**config.mk**
```make
export PLATFORM = sky130hd
export DESIGN_NAME = conv_accum_ctrl
export DESIGN_NICKNAME = d
export VERILOG_FILES = /design/src/rtl/conv_accum_ctrl.sv
export SDC_FILE = /design/constraint.sdc
export NUM_CORES = 1
export LEC_CHECK = 0
export ABC_AREA = 1
export CAP_MARGIN = 25
export CORE_AREA = 2 2 273 275
export CTS_CLUSTER_DIAMETER = 40
export DETAILED_ROUTE_END_ITERATION = 7
export DIE_AREA = 0 0 275 277
export GPL_ROUTABILITY_DRIVEN = 0
export GPL_TIMING_DRIVEN = 0
export PLACE_DENSITY = 0.66
export SETUP_SLACK_MARGIN = 0.15
export SKIP_CTS_REPAIR_TIMING = 1
export SYNTH_ARGS = -nofsm -noshare
export SYNTH_HDL_FRONTEND = slang
export SYNTH_SLANG_ARGS = --single-unit
export TNS_END_PERCENT = 30
```
**constraint.sdc**
```tcl
create_clock -name clk -period 5.9 [get_ports clk]
set_input_delay 0.885 -clock clk [delete_from_list [all_inputs] [get_ports clk]]
set_output_delay 0.885 -clock clk [all_outputs]
set_load 0.05 [all_outputs]
```
**src/rtl/conv_accum_ctrl.sv**
```systemverilog
// Job sequencer for the 9-lane MAC adder tree: issues product vectors, accumulates
// per-pixel tree sums over the channel count, then bias/shift/ReLU/saturate into a 2-deep FIFO.
module conv_accum_ctrl #(
    parameter int COLUMN_WIDTH = 9,
    parameter int DATA_WIDTH   = 16,
    parameter int MAC_WIDTH    = DATA_WIDTH*2,
    parameter int OUT_WIDTH    = MAC_WIDTH+4,
    parameter int CH_BITS      = 8,
    parameter int PIX_BITS     = 16,
    parameter int ACC_WIDTH    = OUT_WIDTH+CH_BITS
) (
    input  logic                              clk,
    input  logic                              reset,
    input  logic                              start,
    input  logic [CH_BITS-1:0]                cfg_channels,
    input  logic [PIX_BITS-1:0]               cfg_pixels,
    input  logic [OUT_WIDTH-1:0]              cfg_bias,
    input  logic [4:0]                        cfg_shift,
    input  logic                              cfg_relu,
    output logic                              busy,
    output logic                              done,
    input  logic                              in_valid,
    output logic                              in_ready,
    input  logic [COLUMN_WIDTH*MAC_WIDTH-1:0] in_data,
    output logic [COLUMN_WIDTH*MAC_WIDTH-1:0] tree_data,
    input  logic [OUT_WIDTH-1:0]              tree_sum,
    output logic                              out_valid,
    input  logic                              out_ready,
    output logic [DATA_WIDTH-1:0]             out_data
);

    localparam int STAGES = 2;
    localparam int RW     = ACC_WIDTH + 1;
    localparam logic signed [RW-1:0] SAT_MAX = {{(RW-DATA_WIDTH+1){1'b0}}, {(DATA_WIDTH-1){1'b1}}};
    localparam logic signed [RW-1:0] SAT_MIN = {{(RW-DATA_WIDTH+1){1'b1}}, {(DATA_WIDTH-1){1'b0}}};
    localparam logic [CH_BITS-1:0]  CH_ONE  = 1;
    localparam logic [PIX_BITS-1:0] PIX_ONE = 1;

    typedef enum logic [1:0] {IDLE, RUN, DRAIN, DONE} state_t;

    typedef struct packed {
        logic [CH_BITS-1:0]   channels;
        logic [PIX_BITS-1:0]  pixels;
        logic [OUT_WIDTH-1:0] bias;
        logic [4:0]           shift;
        logic                 relu;
    } cfg_t;

    state_t                state;
    cfg_t                  cfg;
    logic [CH_BITS-1:0]    ch_cnt;
    logic [PIX_BITS-1:0]   pix_cnt;
    logic [STAGES-1:0]     vld_pipe, first_pipe, last_pipe;
    logic signed [ACC_WIDTH-1:0] acc, acc_next, ts_ext;
    logic signed [RW-1:0]  acc_wide, bias_ext, res_shr, res_clip;
    logic [COLUMN_WIDTH-1:0][MAC_WIDTH-1:0] lane_q;
    logic [DATA_WIDTH-1:0] fifo_mem [2];
    logic [1:0]            fifo_cnt;
    logic                  wr_ptr, rd_ptr;
    logic                  accept, ch_last, pix_last, push, pop, drain_empty;
    logic [1:0]            fin_inflight;

    assign ch_last   = (ch_cnt == cfg.channels - CH_ONE);
    assign pix_last  = (pix_cnt == cfg.pixels - PIX_ONE);
    assign accept    = in_valid && in_ready;
    assign push      = vld_pipe[1] && last_pipe[1];
    assign out_valid = (fifo_cnt != 2'd0);
    assign pop       = out_valid && out_ready;
    assign out_data  = fifo_mem[rd_ptr];
    assign tree_data = lane_q;

    // Pixel-final vectors still in the pipe will each need a FIFO slot.
    always_comb begin
        fin_inflight = {1'b0, vld_pipe[0] & last_pipe[0]} + {1'b0, vld_pipe[1] & last_pipe[1]};
        in_ready     = (state == RUN) && (({1'b0, fifo_cnt} + {1'b0, fin_inflight}) < 3'd2);
        drain_empty  = (vld_pipe == '0) &&
                       ((fifo_cnt == 2'd0) || ((fifo_cnt == 2'd1) && pop));
    end

    always_comb begin
        ts_ext   = {{(ACC_WIDTH-OUT_WIDTH){tree_sum[OUT_WIDTH-1]}}, tree_sum};
        acc_next = first_pipe[1] ? ts_ext : acc + ts_ext;
        acc_wide = {acc_next[ACC_WIDTH-1], acc_next};
        bias_ext = {{(RW-OUT_WIDTH){cfg.bias[OUT_WIDTH-1]}}, cfg.bias};
        res_shr  = (acc_wide + bias_ext) >>> cfg.shift;
        res_clip = res_shr;
        if (cfg.relu && res_shr[RW-1])
            res_clip = '0;
        else if (res_shr > SAT_MAX)
            res_clip = SAT_MAX;
        else if (res_shr < SAT_MIN)
            res_clip = SAT_MIN;
    end

    always_ff @(posedge clk) begin
        if (!reset) begin
            state   <= IDLE;
            busy    <= 1'b0;
            done    <= 1'b0;
            cfg     <= '0;
            ch_cnt  <= '0;
            pix_cnt <= '0;
        end else begin
            case (state)
                IDLE: if (start) begin
                    cfg     <= '{cfg_channels, cfg_pixels, cfg_bias, cfg_shift, cfg_relu};
                    ch_cnt  <= '0;
                    pix_cnt <= '0;
                    busy    <= 1'b1;
                    if (cfg_channels == '0 || cfg_pixels == '0) begin
                        state <= DONE;
                        done  <= 1'b1;
                    end else begin
                        state <= RUN;
                    end
                end
                RUN: if (accept) begin
                    if (ch_last) begin
                        ch_cnt  <= '0;
                        pix_cnt <= pix_cnt + PIX_ONE;
                        if (pix_last) state <= DRAIN;
                    end else begin
                        ch_cnt <= ch_cnt + CH_ONE;
                    end
                end
                DRAIN: if (drain_empty) begin
                    state <= DONE;
                    done  <= 1'b1;
                end
                DONE: begin
                    state <= IDLE;
                    busy  <= 1'b0;
                    done  <= 1'b0;
                end
                default: state <= IDLE;
            endcase
        end
    end

    // Stage 0: controller register driving the tree; stage 1: tree output register.
    always_ff @(posedge clk) begin
        if (!reset) begin
            vld_pipe   <= '0;
            first_pipe <= '0;
            last_pipe  <= '0;
            lane_q     <= '0;
            acc        <= '0;
        end else begin
            vld_pipe   <= {vld_pipe[STAGES-2:0], accept};
            first_pipe <= {first_pipe[STAGES-2:0], ch_cnt == '0};
            last_pipe  <= {last_pipe[STAGES-2:0], ch_last};
            if (accept)      lane_q <= in_data;
            if (vld_pipe[1]) acc    <= acc_next;
        end
    end

    always_ff @(posedge clk) begin
        if (!reset) begin
            fifo_mem[0] <= '0;
            fifo_mem[1] <= '0;
            fifo_cnt    <= '0;
            wr_ptr      <= 1'b0;
            rd_ptr      <= 1'b0;
        end else begin
            if (push) begin
                fifo_mem[wr_ptr] <= res_clip[DATA_WIDTH-1:0];
                wr_ptr           <= ~wr_ptr;
            end
            if (pop) rd_ptr <= ~rd_ptr;
            case ({push, pop})
                2'b10:   fifo_cnt <= fifo_cnt + 2'd1;
                2'b01:   fifo_cnt <= fifo_cnt - 2'd1;
                default: fifo_cnt <= fifo_cnt;
            endcase
        end
    end

endmodule

```
Word-level counts from Yosys, hierarchy flattened
Memory sizes are Yosys's and may differ from the RTL's. A register that Yosys moved wholly into a read port is not among the register bits.
Index checks and enable logic that the tools add are counted.
- flip-flop bits (word level): 436
- RAM bits: 32
- bits of input ports: 395
- output and inout port bits: 308
- logic and storage cells: 121
- memories kept: 1
- memory list (name ; depth ; bits a word ; rd ports ; clocked after Yosys merged registers in ; wr ports ; line ; text):
    fifo_mem ; 2 ; 16 ; 1 ; 1 ; 2 ; 57 ; logic [DATA_WIDTH-1:0] fifo_mem [2];
- add/sub/neg operators: 10
- magnitude comparators: 3
- eq/ne operators: 14
- shifts and indexed selects: 1
- multiplexer cells: 35
- bitwise logic cells: 4
- reduce and logical (&&, ||, !) cells: 27
- operators with widths (cell ; number):
    $mux W16 ; 7
    $add A44 B36 Y45 ; 1
    $gt A45 B16 Y1 const B ; 1
    $lt A45 B16 Y1 const B ; 1
    $sshr A45 B5 Y45 ; 1
    $add A44 B36 Y44 ; 1
    $mux W44 ; 1
    $pmux W16 S2 ; 1
    $mux W8 ; 3
    $add A16 B1 Y16 const B ; 1
    $eq A16 B16 Y1 ; 1
    $logic_not A16 Y1 ; 1
    $logic_not A8 Y1 ; 2
    $pmux W8 S2 ; 1
    $reduce_or A16 Y1 ; 1
    $sub A16 B1 Y16 const B ; 1
    $mux W1 ; 12
    $mux W2 ; 6
    $ne A2 B2 Y1 const B ; 6
    $add A8 B1 Y8 const B ; 1
    $eq A8 B8 Y1 ; 1
    $pmux W2 S4 ; 1
    $reduce_and A4 Y1 ; 2
    $reduce_bool A2 Y1 ; 4
    20 further kinds ; 36

Depth between registers and ports, before layout
- word-level depth: 9
- depth in mapped cells: 49
- depth with buffers taken out: 48

Least setup slack after synthesis
No wires, ideal clock.
- path type: input -> register
- from: in tree_sum[0]
- to: mem fifo_mem[1][11], data pin
- setup time: 0.266 ns
- data arrival time: 5.768 ns
- required time: 5.634 ns
- slack: -0.134 ns
- cell stages on the path: 46
- path buffers: 1
- path through: ha_1 fa_1 nand3_1 nand2_1 a31oi_1 o21ai_0 a21oi_1 inv_1 a21oi_1 inv_1 a21oi_1 inv_1 a21oi_1 inv_1 a21oi_1 or2_2 nand3_1 o21ai_0 [... 10 more ...] nand2_1 nand3_1 nand3_2 nand3_1 nand2_1 nand2_1 nand3_1 nand2_1 nand2_1 nor2_1 nand2_1 nor2_1 nand2_1 nand2_2 buf_6 nand2_1 nand2_1 nor2_1
- RTL lines (item ; line ; text):
    from (decl) ; 26 ; input logic [OUT_WIDTH-1:0] tree_sum,
    to (decl) ; 57 ;

==> impl_metrics.toml <==
[setup_path]
crit_path_max_fanout = 5
cp-end-kind = "register"
required_ns = 6.24
critical_path.top_delay_family = "simple AND/OR/NAND/NOR gates"
crit_slowest_cell = "fa_2"
startpoint_type = "input port"
worstPathArrival_ns = 6.42
crit_buf_inv = 3
critical_path.max_stage_delay_ns = 0.41
worstSetupPathType = "input port to register"

[detailed_routing]
drc = 0
wirelength_um = 140000
vias = 33073
drt_iter0_drc = 3427
vias_per_cell = 5.47
drt_first_pass_iters = 8
wire_per_inst_um = 23.1
final_antenna_net_count = 0

[die]
start_util_pct = 37.2
core_area_um2 = 73600
row_count = 100
dieArea_um2 = 76200
die_height_um = 277
die_x_um = 275
io_pins = 703

[yosys]
seq_area_frac_synth_pct = 35.5
synthesis.nets = 4676
yosysWarnings = 0
synth-seq-cells = 469
synth_edf_count = 32
yosys.area.top_type_share_pct = 32.0
ys.flop_type = "dfxtp_1"
yosysTopAreaCell = "dfxtp_1"
syn_avg_cell_area_um2 = 6.55
async_flop_share_pct = 0
syn_area_um2 = 27400
synth_cells = 4178
synth_top_cells_by_area = "dfxtp_1, nand2_1, nand3_1"
ys_types = 58

[status]
status = "finished with violations"
violations = "setup timing"

[timing]
finalCritPeriodShare_pct = 103
rsz0062_at_grt = "yes"
layout_setup_ws_ns = -0.181
maxSlewViolCount = 0
relSlewSlack_pct = 24.0
setup_tns_ns = -4.50
fin_worst_skew_ns = 0.0470
hold_viol_final = 0
setup_viol = 30
period_needed_ns = 6.08
max_clock_freq_mhz = 164
timing.hold.ws_ns = 0.416
tightest_slew_ns = 1.14

[global_route]
grt_pass1_vias = 29521
grt_util_all_layers_pct = 34.5
overflow = 0
grt_pass1_wl_um = 193000
grt_max_degree = 17
antenna_found_initial = 38

[power]
leakage_nw = 16.8
power_density_nw_per_um2 = 454
vdd_drop_max_mv = 0.245

[clocking]
cts_sinks = 469
clk_pin_slew_ns = 0.05
cts_buffers = 78
cts_buffer_depth = 3
cts_tree = "yes"
cts_htree_levels = 3
root_buffer = "clkbuf_16"
clock_latency_ns = 0.62

[finish]
nNetsFinal = 5499
areaGrowthSynthToFinish_pct = 49.0
drive_gt1_share_pct = 12.7
final_area_um2 = 40800
post-route-util_pct = 55.4

[run]
drv_cap = 0

[worst_hold_path]
hold_path_class = "register to register"

[placement]
dpl.hpwl_um = 114000
numPortBuffers = 700
placed_cell_area_um2 = 35700
==> worst paths after layout <==
kind                               startpoint        endpoint  slack [ns]  depth (start not counted)
worst max-delay path              tree_sum[0]  fifo_mem[1][3]       -0.18                         44
worst min-delay path            first_pipe[0]   first_pipe[1]        0.42                          2
worst max register to register         acc[0]  fifo_mem[1][3]       -0.13                         43
worst min register to register  first_pipe[0]   first_pipe[1]        0.42                          2
==> cell usage after synthesis, types with 12 or more instances <==
cell,instances
xor2_1,39
ha_1,101
nor4_1,14
nand4_1,15
mux2_2,16
inv_1,361
buf_1,16
buf_2,21
xnor2_1,22
edfxtp_1,32
clkbuf_1,192
or2_2,24
dfxtp_1,437
a31oi_1,18
nand3_2,12
nand3_1,638
nand2_1,1052
nor2_1,327
o21ai_0,233
nor3_1,26
o21bai_1,15
a21oi_1,468
==> final cells by class <==
| class | count | area, um^2 |
|---|---|---|
| tap | 969 | 1210 |
| inverter | 371 | 1410 |
| antenna | 15 | 37.5 |
| timing repair buffer | 743 | 7390 |
| buffer | 233 | 930 |
| clock buffer | 94 | 2120 |
| sequential | 469 | 9710 |
| multi-input combinational | 3105 | 17300 |
| clock inverter | 50 | 643 |
| fill | 7106 | 32800 |
==> through the flow <==
| step | total power, mW | std cells | setup slack (ns) |
|---|---|---|---|
| after floorplan | 9.71 | 4178 | 0.117 |
| after global placement | 12.4 | 5847 | -1.90 |
| after detailed placement | 12.5 | 5848 | -1.98 |
| after CTS | 17.3 | 5992 | -1.36 |
| after global routing | 19.5 | 6041 | -0.515 |
| final | 18.5 | 6049 | -0.181 |
==> where the power goes <==
group	internal, mW	switching, mW	total, mW	leakage [nW]
combinational	3.17	6.60	9.77	11.6
sequential	3.61	0.371	3.98	3.88
clock	2.97	1.78	4.74	1.33
total	9.75	8.74	18.5	16.8
==> layer usage <==
metal,routed length [um],global-route usage [%],vias to the layer above
met1,53600,42.4,15407
met2,61100,52.7,1681
met5,441,0,-
li1,-,-,15551
met3,16800,13.9,396
met4,7640,15.7,38
==> state kept, by name, summed over array words and instances (netlist names), 8 cells and up, named ones only <==
signal	flops
fifo_mem	32
acc	44
cfg	30
ch_cnt	8
tree_data	288
pix_cnt	16
bias_ext	36
==> cell families (layout without fill, tap and decap cells) <==
family                   Yosys count  in the layout  share of synthesized area (%)
flip-flops                       469            469                           35.5
AO/OA/AOI/OAI                    774            774                           14.8
other                              0             15                              0
adder cells (fa/ha/maj)          103            103                           4.76
XOR/XNOR                          61             61                           1.95
multiplexers                      18             18                          0.731
buffers and inverters            604           1491                           8.47
AND/OR/NAND/NOR                 2149           2149                           33.8
==> worst register-to-register path, delay by kind of cell (launching register included) <==
kind	cells	cell delay, ns
buffers and inverters	2	0.18
and+or+nand+nor	33	3.62
DFF	1	0.33
AOI/OAI and AO/OA	5	0.78
adders and majority gates	3	0.88
==> layout by cell type, fill, tap and decap left out, types with 15 or more instances in the layout <==
cell,count
a21oi_1,427
dlymetal6s2s_1,17
or2_2,23
ha_1,60
clkdlybuf4s50_1,682
a21oi_2,34
nor3_1,25
xor2_1,38
mux2_2,16
inv_1,353
nand4_1,15
dfxtp_1,437
diode_2,15
o21ai_0,212
nand3_2,95
clkbuf_16,78
xnor2_1,22
nor2_1,284
ha_4,31
buf_4,42
buf_1,16
nand3_4,16
edfxtp_1,32
nand3_1,539
nor2_4,17
nor2_2,34
buf_2,20
nand2_2,83
nand2_1,964
clkbuf_1,197
Power figures use the tool's default switching activity.
